<file path="src/rtl/multi_cycle_control.sv">
// Multi-cycle datapath controller: Moore FSM sequencing fetch, decode and
// per-class execution, with a bounded wait on the shared memory and sticky
// fault reporting for memory timeouts and undefined opcodes.
module multi_cycle_control #(
    parameter int unsigned MAX_WAIT = 15
) (
    input  logic       CLK,
    input  logic       Reset,
    input  logic [5:0] Opcode,
    input  logic       MemReady,
    output logic       IorD,
    output logic       MemRead,
    output logic       MemWrite,
    output logic       IRWrite,
    output logic       PCWrite,
    output logic       PCWriteCond,
    output logic       ALUSrcA,
    output logic       RegDst,
    output logic       MemToReg,
    output logic       RegWrite,
    output logic       SignExtend,
    output logic [1:0] ALUSrcB,
    output logic [1:0] PCSource,
    output logic [3:0] ALUOp,
    output logic [3:0] State,
    output logic       Fault,
    output logic       IllegalOp
);

    typedef enum logic [3:0] {
        FETCH  = 4'd0,
        DECODE = 4'd1,
        MEMADR = 4'd2,
        MEMRD  = 4'd3,
        MEMWB  = 4'd4,
        MEMWR  = 4'd5,
        EXEC   = 4'd6,
        ALUWB  = 4'd7,
        BRANCH = 4'd8,
        JUMP   = 4'd9,
        IMMEX  = 4'd10,
        IMMWB  = 4'd11,
        ERROR  = 4'd12
    } state_t;

    localparam logic [5:0] OP_RTYPE = 6'b000000;
    localparam logic [5:0] OP_J     = 6'b000010;
    localparam logic [5:0] OP_BEQ   = 6'b000100;
    localparam logic [5:0] OP_ADDI  = 6'b001000;
    localparam logic [5:0] OP_ORI   = 6'b001101;
    localparam logic [5:0] OP_LW    = 6'b100011;
    localparam logic [5:0] OP_SW    = 6'b101011;

    localparam logic [7:0] WAIT_LAST = 8'(MAX_WAIT - 1);

    state_t     state_q, state_d;
    logic [7:0] wait_q, wait_d;
    logic [5:0] opc_q, opc_d;
    logic       fault_q, fault_d;
    logic       illegal_q, illegal_d;
    logic       timeout;
    logic       in_wait_state;

    assign timeout       = (wait_q == WAIT_LAST) && !MemReady;
    assign in_wait_state = (state_q == FETCH) || (state_q == MEMRD) || (state_q == MEMWR);

    // State, wait counter, latched opcode and sticky flags
    always_ff @(posedge CLK) begin
        if (Reset) begin
            state_q   <= FETCH;
            wait_q    <= '0;
            opc_q     <= '0;
            fault_q   <= 1'b0;
            illegal_q <= 1'b0;
        end else begin
            state_q   <= state_d;
            wait_q    <= wait_d;
            opc_q     <= opc_d;
            fault_q   <= fault_d;
            illegal_q <= illegal_d;
        end
    end

    // Next-state selection, opcode capture and wait-counter update
    always_comb begin
        state_d   = state_q;
        opc_d     = opc_q;
        illegal_d = illegal_q;
        case (state_q)
            FETCH:  if (MemReady) state_d = DECODE; else if (timeout) state_d = ERROR;
            DECODE: begin
                opc_d = Opcode;
                case (Opcode)
                    OP_LW, OP_SW:     state_d = MEMADR;
                    OP_RTYPE:         state_d = EXEC;
                    OP_BEQ:           state_d = BRANCH;
                    OP_J:             state_d = JUMP;
                    OP_ADDI, OP_ORI:  state_d = IMMEX;
                    default: begin
                        state_d   = ERROR;
                        illegal_d = 1'b1;
                    end
                endcase
            end
            MEMADR: begin
                if (opc_q == OP_LW)      state_d = MEMRD;
                else if (opc_q == OP_SW) state_d = MEMWR;
                else                     state_d = ERROR;
            end
            MEMRD:  if (MemReady) state_d = MEMWB; else if (timeout) state_d = ERROR;
            MEMWB:  state_d = FETCH;
            MEMWR:  if (MemReady) state_d = FETCH; else if (timeout) state_d = ERROR;
            EXEC:   state_d = ALUWB;
            ALUWB:  state_d = FETCH;
            BRANCH: state_d = FETCH;
            JUMP:   state_d = FETCH;
            IMMEX:  state_d = IMMWB;
            IMMWB:  state_d = FETCH;
            ERROR:  state_d = ERROR;
            default: state_d = ERROR;
        endcase

        fault_d = fault_q || (state_d == ERROR);

        // Counter restarts whenever the state changes, so every entry to a
        // waiting state begins at zero.
        if (state_d != state_q)
            wait_d = '0;
        else if (in_wait_state && !MemReady)
            wait_d = wait_q + 8'd1;
        else
            wait_d = wait_q;
    end

    // Moore control decode; FETCH additionally qualifies IR/PC writes with MemReady
    always_comb begin
        IorD        = 1'b0;
        MemRead     = 1'b0;
        MemWrite    = 1'b0;
        IRWrite     = 1'b0;
        PCWrite     = 1'b0;
        PCWriteCond = 1'b0;
        ALUSrcA     = 1'b0;
        RegDst      = 1'b0;
        MemToReg    = 1'b0;
        RegWrite    = 1'b0;
        SignExtend  = 1'b0;
        ALUSrcB     = 2'b00;
        PCSource    = 2'b00;
        ALUOp       = 4'b0000;
        if (!Reset) begin
            case (state_q)
                FETCH: begin
                    MemRead = 1'b1;
                    ALUSrcB = 2'b01;
                    IRWrite = MemReady;
                    PCWrite = MemReady;
                end
                DECODE: begin
                    ALUSrcB    = 2'b11;
                    SignExtend = 1'b1;
                end
                MEMADR: begin
                    ALUSrcA    = 1'b1;
                    ALUSrcB    = 2'b10;
                    SignExtend = 1'b1;
                end
                MEMRD: begin
                    MemRead = 1'b1;
                    IorD    = 1'b1;
                end
                MEMWB: begin
                    MemToReg = 1'b1;
                    RegWrite = 1'b1;
                end
                MEMWR: begin
                    MemWrite = 1'b1;
                    IorD     = 1'b1;
                end
                EXEC: begin
                    ALUSrcA = 1'b1;
                    ALUOp   = 4'b0010;
                end
                ALUWB: begin
                    RegDst   = 1'b1;
                    RegWrite = 1'b1;
                end
                BRANCH: begin
                    ALUSrcA     = 1'b1;
                    ALUOp       = 4'b0001;
                    PCWriteCond = 1'b1;
                    PCSource    = 2'b01;
                end
                JUMP: begin
                    PCWrite  = 1'b1;
                    PCSource = 2'b10;
                end
                IMMEX, IMMWB: begin
                    ALUSrcA = 1'b1;
                    ALUSrcB = 2'b10;
                    if (opc_q == OP_ORI) begin
                        ALUOp = 4'b0011;
                    end else begin
                        SignExtend = 1'b1;
                    end
                    RegWrite = (state_q == IMMWB);
                end
                default: ;
            endcase
        end
    end

    assign State     = state_q;
    assign Fault     = fault_q;
    assign IllegalOp = illegal_q;

endmodule

</file>
<file path="config.mk">
export PLATFORM = sky130hd
export DESIGN_NAME = multi_cycle_control
export DESIGN_NICKNAME = d
export VERILOG_FILES = /design/src/rtl/multi_cycle_control.sv
export SDC_FILE = /design/constraint.sdc
export NUM_CORES = 1
export LEC_CHECK = 0
export CORE_ASPECT_RATIO = 1.75
export CORE_MARGIN = 3
export CORE_UTILIZATION = 41
export DETAILED_ROUTE_END_ITERATION = 8
export PLACE_DENSITY = 0.67
export SLEW_MARGIN = 20
export SYNTH_ARGS = -nofsm -noshare
export SYNTH_HDL_FRONTEND = slang
export SYNTH_SLANG_ARGS = --single-unit
</file>
<file path="constraint.sdc">
create_clock -name CLK -period 2.4 [get_ports CLK]
set_input_delay 0.24 -clock CLK [delete_from_list [all_inputs] [get_ports CLK]]
set_output_delay 0.24 -clock CLK [all_outputs]
set_load 0.01 [all_outputs]
</file>
==> results.toml, run 1 <==
[logic_synthesis]
synthMuxAreaShare_pct = 0
synth-seq-cells = 20
synth-seq-area-share_pct = 25.8
synth_top_area_cell = "dfxtp_1"
synthAdderAreaFrac_pct = 1.61
avgSynthCellArea_um2 = 7.69
synth-simple-area-share_pct = 36.0
synthXorXnorAreaFrac_pct = 4.99
synth_flop_cell = "dfxtp_1"
async_reset_ff_share_pct = 0
yosys-top-cells-area = "dfxtp_1 26%, nor3_1 6.1%, a21oi_1 4.8%"
syn_area_mm2 = 0.00155
synth_compound_area_share_pct = 22.6
synth_edf_count = 0
ys_warn_count = 0
synth_top_family_by_area = "simple AND/OR/NAND/NOR gates"
ys_types = 58
yosysTopAreaCellShare_pct = 25.8
syn_inst = 202

[power_and_ir_drop]
p_sw_mw = 0.440
p_int_mw = 0.781
power_density_mw_per_mm2 = 565
power_mw = 1.22
seqPwrFrac_pct = 32.6
vdd_ir_drop_max_uv = 477
comb_power_share_pct = 45.3
switching_share_pct = 36.0
p_leak_nw = 0.786
clkPwrFrac_pct = 22.1

[clocking]
root_buffer = "clkbuf_8"
numCtsBuffers = 3
cts_max_level = 1
clk_pin_slew_ns = 0.08
clock_path_buffers = 2
worstSkewPairLatency_ns = 0.26
cts.sink_count = 20
tritoncts = "done"

[die]
io_pins = 34
die_area_mm2 = 0.00459
start_util_pct = 42.8
die_h_um = 87.4
coreArea_mm2 = 0.00363
rows = 29
die_w_um = 52.5

[hold_path]
hold_class = "flip-flop to flip-flop"
whs_endpoint = "opc_q[4]"
min_from = "opc_q[4]"
hold_depth = 2

[placement]
gp_congestion = 0.876
io_buffers = 31
place_hpwl_um = 3670
place_ws_ns = -0.0612
dp.cells = 295

[detailed_routing]
vias_per_cell = 5.51
routed_wl_um = 4620
dr.pass1.iters = 4
vias = 1652
drc_errors = 0
drt-initial-drc-count = 32
wl_per_cell_um = 15.4
antenna_left = 0

[worst_setup_path]
rr_startpoint = "wait_q[5]"
crit_arrival_ns = 2.07
r2r_cells = 7
path_class = "flip-flop to primary output"
end_kind = "primary output"
ff2ff_setup_slack_ns = 0.17
worstReg2RegEnd = "wait_q[1]"
required_ns = 2.16
critPathMaxFanout = 10
cp-start-kind = "flip-flop"

[global_route]
grt_pass1_vias = 1670
grt_pass1_wl_um = 7520
overflow = 0
grt_use_met3_pct = 1.89
grt_antenna_before_repair = 0
track_usage_pct = 21.8
grt.met2_usage_pct = 42.2
grtUsageMet1_pct = 21.1
top_usage_layer = "met2"
grt_max_degree = 20

[timing]
finalSetupTns_ns = 0
period_share_pct = 96.2
slew_violations = 0
post-route-min-period_ns = 2.31
setup_viol = 0
final-hold-violation-count = 0
finClkSkew_ns = 0.00187
worst_slack_ns = 0.0919
fmax_mhz = 433

[outcome]
status = "finished, final reports clean"

[final_layout]
instances_no_fill = 300
fin_nets = 266
final_cell_mix = "31 x clkdlybuf4s50_1, 31 x buf_4, 20 x nand2_1"
finish.utilization_pct = 59.5
final_layout_size_suffix_gt1_share_pct = 24.0
n_antenna_cell = 0
area_growth_pct = 39.0

[job]
drv_cap = 0
==> worst max path at each step <==
stage              start    endpoint  slack [ns]  cells past startpoint
2_1_floorplan   State[0]   wait_q[5]        0.37                      6
3_3_place_gp   Opcode[5]   wait_q[1]        0.02                      8
3_5_place_dp   Opcode[2]   wait_q[1]       -0.06                      8
4_1_cts         State[1]  SignExtend       0.009                      6
5_1_grt         State[2]     PCWrite     -0.0004                      5
6_report        State[2]     PCWrite        0.09                      5
==> per-layer routing <==
| layer | share of wire (%) | vias to the layer above | routed length [µm] |
|---|---|---|---|
| met4 | 4.1 | 0 | 188 |
| met5 | 0 | - | 0 |
| met3 | 2.2 | 18 | 100 |
| li1 | - | 829 | - |
| met1 | 36 | 772 | 1680 |
| met2 | 57 | 33 | 2650 |
==> cell usage after synthesis, types with 2 or more instances <==
master,count
or2_2,3
nand2_1,20
nor3b_1,2
buf_2,4
a21oi_1,15
clkbuf_1,4
o21ai_0,6
inv_1,10
xnor2_1,4
nand2b_1,5
nand3_1,3
or3_1,2
buf_4,4
buf_6,3
a31oi_1,2
nor4_1,6
a221oi_1,3
nor4bb_1,2
dfxtp_1,20
ha_1,2
nor3_1,19
nor2_1,18
nand4_1,2
xor2_1,3
nand4bb_1,2
nor2b_1,4
o21ba_2,2
o21a_1,2
==> power groups by stage <==
| stage | Clock, mW | Sequential [mW] | Combinational [mW] |
|---|---|---|---|
| 3_3_place_gp | 0 | 0.402 | 0.541 |
| 5_1_grt | 0.289 | 0.403 | 0.602 |
| 4_1_cts | 0.274 | 0.395 | 0.549 |
| 6_report | 0.270 | 0.398 | 0.553 |
| 2_1_floorplan | 0 | 0.393 | 0.326 |
| 3_5_place_dp | 0 | 0.401 | 0.542 |
==> cells by family (layout without fill, tap and decap cells) <==
family,after synthesis,after routing
AND/OR/NAND/NOR,99,99
flip-flops,20,20
AO/OA/AOI/OAI,47,47
other,1,2
adder cells (fa/ha/maj),2,2
XOR/XNOR,8,8
buffers and inverters,25,76
==> stage by stage <==
stage                     cell area, µm²  hold WS [ns]
final                               2160         0.449
after global routing                2160         0.493
after CTS                           2120         0.450
after detailed placement            2050         0.439
after global placement              2050         0.440
after floorplan                     1560         0.376
==> sequential cells by signal, indices dropped and copies added, names as in the netlist <==
register   count
wait_q         8
IllegalOp      1
State          4
opc_q          6
Fault          1
==> layout make-up <==
type                            count  area [µm²]
Sequential cell                    20         404
Tap cell                           46        57.6
Fill cell                         336        1470
Inverter                           10        41.3
Multi-Input combinational cell    158        1060
Clock buffer                        4        55.1
Timing Repair Buffer               62         543
==> critical path, stage by stage, from the launching register on <==
cell             delay [ns]
dfxtp_2                0.39
or2_2                  0.34
nor3_2                 0.17
nor3b_2                0.23
or2_2                  0.14
clkdlybuf4s50_1        0.53
==> repair_timing <==
| item | in CTS | in global routing |
|---|---|---|
| setup endpoints to repair | 3 | 7 |
| resized for setup | 4 | 8 |
| hold buffers | 0 | 0 |
| setup buffers | 0 | 1 |
| pin swaps | 0 | 1 |
(Power assumes the default switching activity.)
==> inputs of run 2 (changes only) <==
--- a/config.mk
+++ b/config.mk
@@ -5,12 +5,15 @@
 export SDC_FILE = /design/constraint.sdc
 export NUM_CORES = 1
 export LEC_CHECK = 0
+export CELL_PAD_IN_SITES_DETAIL_PLACEMENT = 0
+export CELL_PAD_IN_SITES_GLOBAL_PLACEMENT = 1
 export CORE_ASPECT_RATIO = 1.75
 export CORE_MARGIN = 3
-export CORE_UTILIZATION = 41
+export CORE_UTILIZATION = 36
 export DETAILED_ROUTE_END_ITERATION = 8
-export PLACE_DENSITY = 0.67
+export PLACE_DENSITY_LB_ADDON = 0.1
 export SLEW_MARGIN = 20
 export SYNTH_ARGS = -nofsm -noshare
 export SYNTH_HDL_FRONTEND = slang
 export SYNTH_SLANG_ARGS = --single-unit
+export TNS_END_PERCENT = 100
==> run 2 against run 1 <==
Against the previous run: final area rose by 0.29%; cell count increased by 1.0%; count of clock-buffer cells in the layout unchanged; first-iteration DRC count is 75% higher; worst setup slack better by 0.028 ns.
==> results.toml, run 2 (synthesis gave the netlist of run 1 again) <==
[final_layout]
seq_area_um2 = 407
final_cell_mix = "31 x clkdlybuf4s50_1, 31 x buf_4, 20 x nand2_1"
final_layout_size_suffix_gt1_share_pct = 23.6
instances_no_fill = 303
largest_register_ffs = 8
finish.utilization_pct = 52.2
fin_nets = 266
multi_input_area_mm2 = 0.00106
largest_register = "wait_q"
fillers = 409
fin_area_mm2 = 0.00217
area_growth_pct = 39.4
n_antenna_cell = 0

[clocking]
hold_buffers = 0
root_buffer = "clkbuf_8"
clk_pin_slew_ns = 0.08
cts.sink_count = 20
worstSkewPairLatency_ns = 0.26
numCtsBuffers = 3
clock_path_buffers = 2
tritoncts = "done"
cts_max_level = 1

[power_and_ir_drop]
vdd_ir_drop_max_uv = 261
comb_power_share_pct = 45.5
p_sw_mw = 0.446
p_int_mw = 0.790
seqPwrFrac_pct = 33.1
clkPwrFrac_pct = 21.4
switching_share_pct = 36.1
power_density_mw_per_mm2 = 570
p_leak_nw = 0.789

[detailed_routing]
routed_wl_um = 4830
wl_per_cell_um = 15.9
antenna_left = 0
drt-initial-drc-count = 56
dr.pass1.iters = 4
vias_per_cell = 5.51
vias = 1669
drc_errors = 0

[worst_setup_path]
cp-start-kind = "flip-flop"
critPathMaxFanout = 10
path_class = "flip-flop to primary output"
end_kind = "primary output"
crit_arrival_ns = 2.04
required_ns = 2.16

[die]
rows = 31
die_w_um = 55.7
coreArea_mm2 = 0.00415
io_pins = 34
die_area_mm2 = 0.00517
die_h_um = 92.9
start_util_pct = 37.4

[global_route]
track_usage_pct = 19.4
grt_pass1_vias = 1776
grt_pass1_wl_um = 8070
overflow = 0
grt_max_degree = 15
grt_antenna_before_repair = 0

[timing]
slew_violations = 0
finalSetupTns_ns = 0
hold_ws_ns = 0.469
final-hold-violation-count = 0
period_share_pct = 95.0
fmax_mhz = 439
finClkSkew_ns = 0.00194
post-route-min-period_ns = 2.28
setup_viol = 0
rsz0062_at_grt = "false"

[placement]
place_area_mm2 = 0.00205
gp_congestion = 0.902
dp.cells = 297
io_buffers = 31
place_hpwl_um = 3870

[outcome]
status = "finished, final reports clean"

[job]
drv_cap = 0

[hold_path]
hold_class = "flip-flop to flip-flop"
-- run 2: critical path, stage by stage, from the launching register on --
cell	delay, ns
dfxtp_4	0.40
or2_2	0.35
nor3_4	0.14
nor3b_4	0.22
or2_2	0.13
clkdlybuf4s50_1	0.53
-- run 2: cell type report --
class | count | share of cell area, %
well taps | 49 | 2.83
flip-flops and latches | 20 | 18.8
multi-input cells | 158 | 49.0
clock buffers | 4 | 2.54
repair buffers | 62 | 25.1
inverters | 10 | 1.73
-- run 2: what timing repair did --
action / CTS / global route
endpoints found under the setup margin: 3 / 6
resized for setup: 3 / 10
hold endpoints to repair: 0 / 0
pin swaps: 0 / 1
buffers inserted: 0 / 2
-- run 2: through the flow --
stage          worst slack, ns  power (mW)
2_1_floorplan            0.373       0.719
3_3_place_gp           -0.0371       0.940
3_5_place_dp           -0.0796       0.951
4_1_cts                 0.0108        1.22
5_1_grt                0.00327        1.31
6_report                 0.120        1.24
-- run 2: power by group through the flow --
stage	clock network, mW	logic, mW	registers [mW]
3_5_place_dp	0	0.540	0.411
4_1_cts	0.274	0.544	0.405
3_3_place_gp	0	0.530	0.410
5_1_grt	0.280	0.614	0.413
2_1_floorplan	0	0.326	0.393
6_report	0.265	0.562	0.409
-- run 2: path summary, 6_finish.rpt --
kind / start / endpoint / slack [ns] / cells after the start
hold / removal: opc_q[4] / opc_q[4] / 0.47 / 2
setup / recovery: State[2] / PCWrite / 0.12 / 5
hold reg to reg: opc_q[4] / opc_q[4] / 0.47 / 2
setup reg to reg: wait_q[5] / wait_q[1] / 0.21 / 7
-- run 2: metal layers --
metal  vias up  wire (µm)  track usage [%]
li1        828          -                -
met1       794       1730             18.3
met2        34       2810             38.7
met3        13        135             2.93
met4         0        161             9.53
met5         -          0                0
==> inputs of run 3 (changes only) <==
--- a/config.mk
+++ b/config.mk
@@ -5,6 +5,7 @@
 export SDC_FILE = /design/constraint.sdc
 export NUM_CORES = 1
 export LEC_CHECK = 0
+export CAP_MARGIN = 20
 export CELL_PAD_IN_SITES_DETAIL_PLACEMENT = 0
 export CELL_PAD_IN_SITES_GLOBAL_PLACEMENT = 1
 export CORE_ASPECT_RATIO = 1.75
@@ -12,7 +13,6 @@
 export CORE_UTILIZATION = 36
 export DETAILED_ROUTE_END_ITERATION = 8
 export PLACE_DENSITY_LB_ADDON = 0.1
-export SLEW_MARGIN = 20
 export SYNTH_ARGS = -nofsm -noshare
 export SYNTH_HDL_FRONTEND = slang
 export SYNTH_SLANG_ARGS = --single-unit
==> results of run 3 <==
No change in the layout: final DEF, timing and power equal those of run 2.
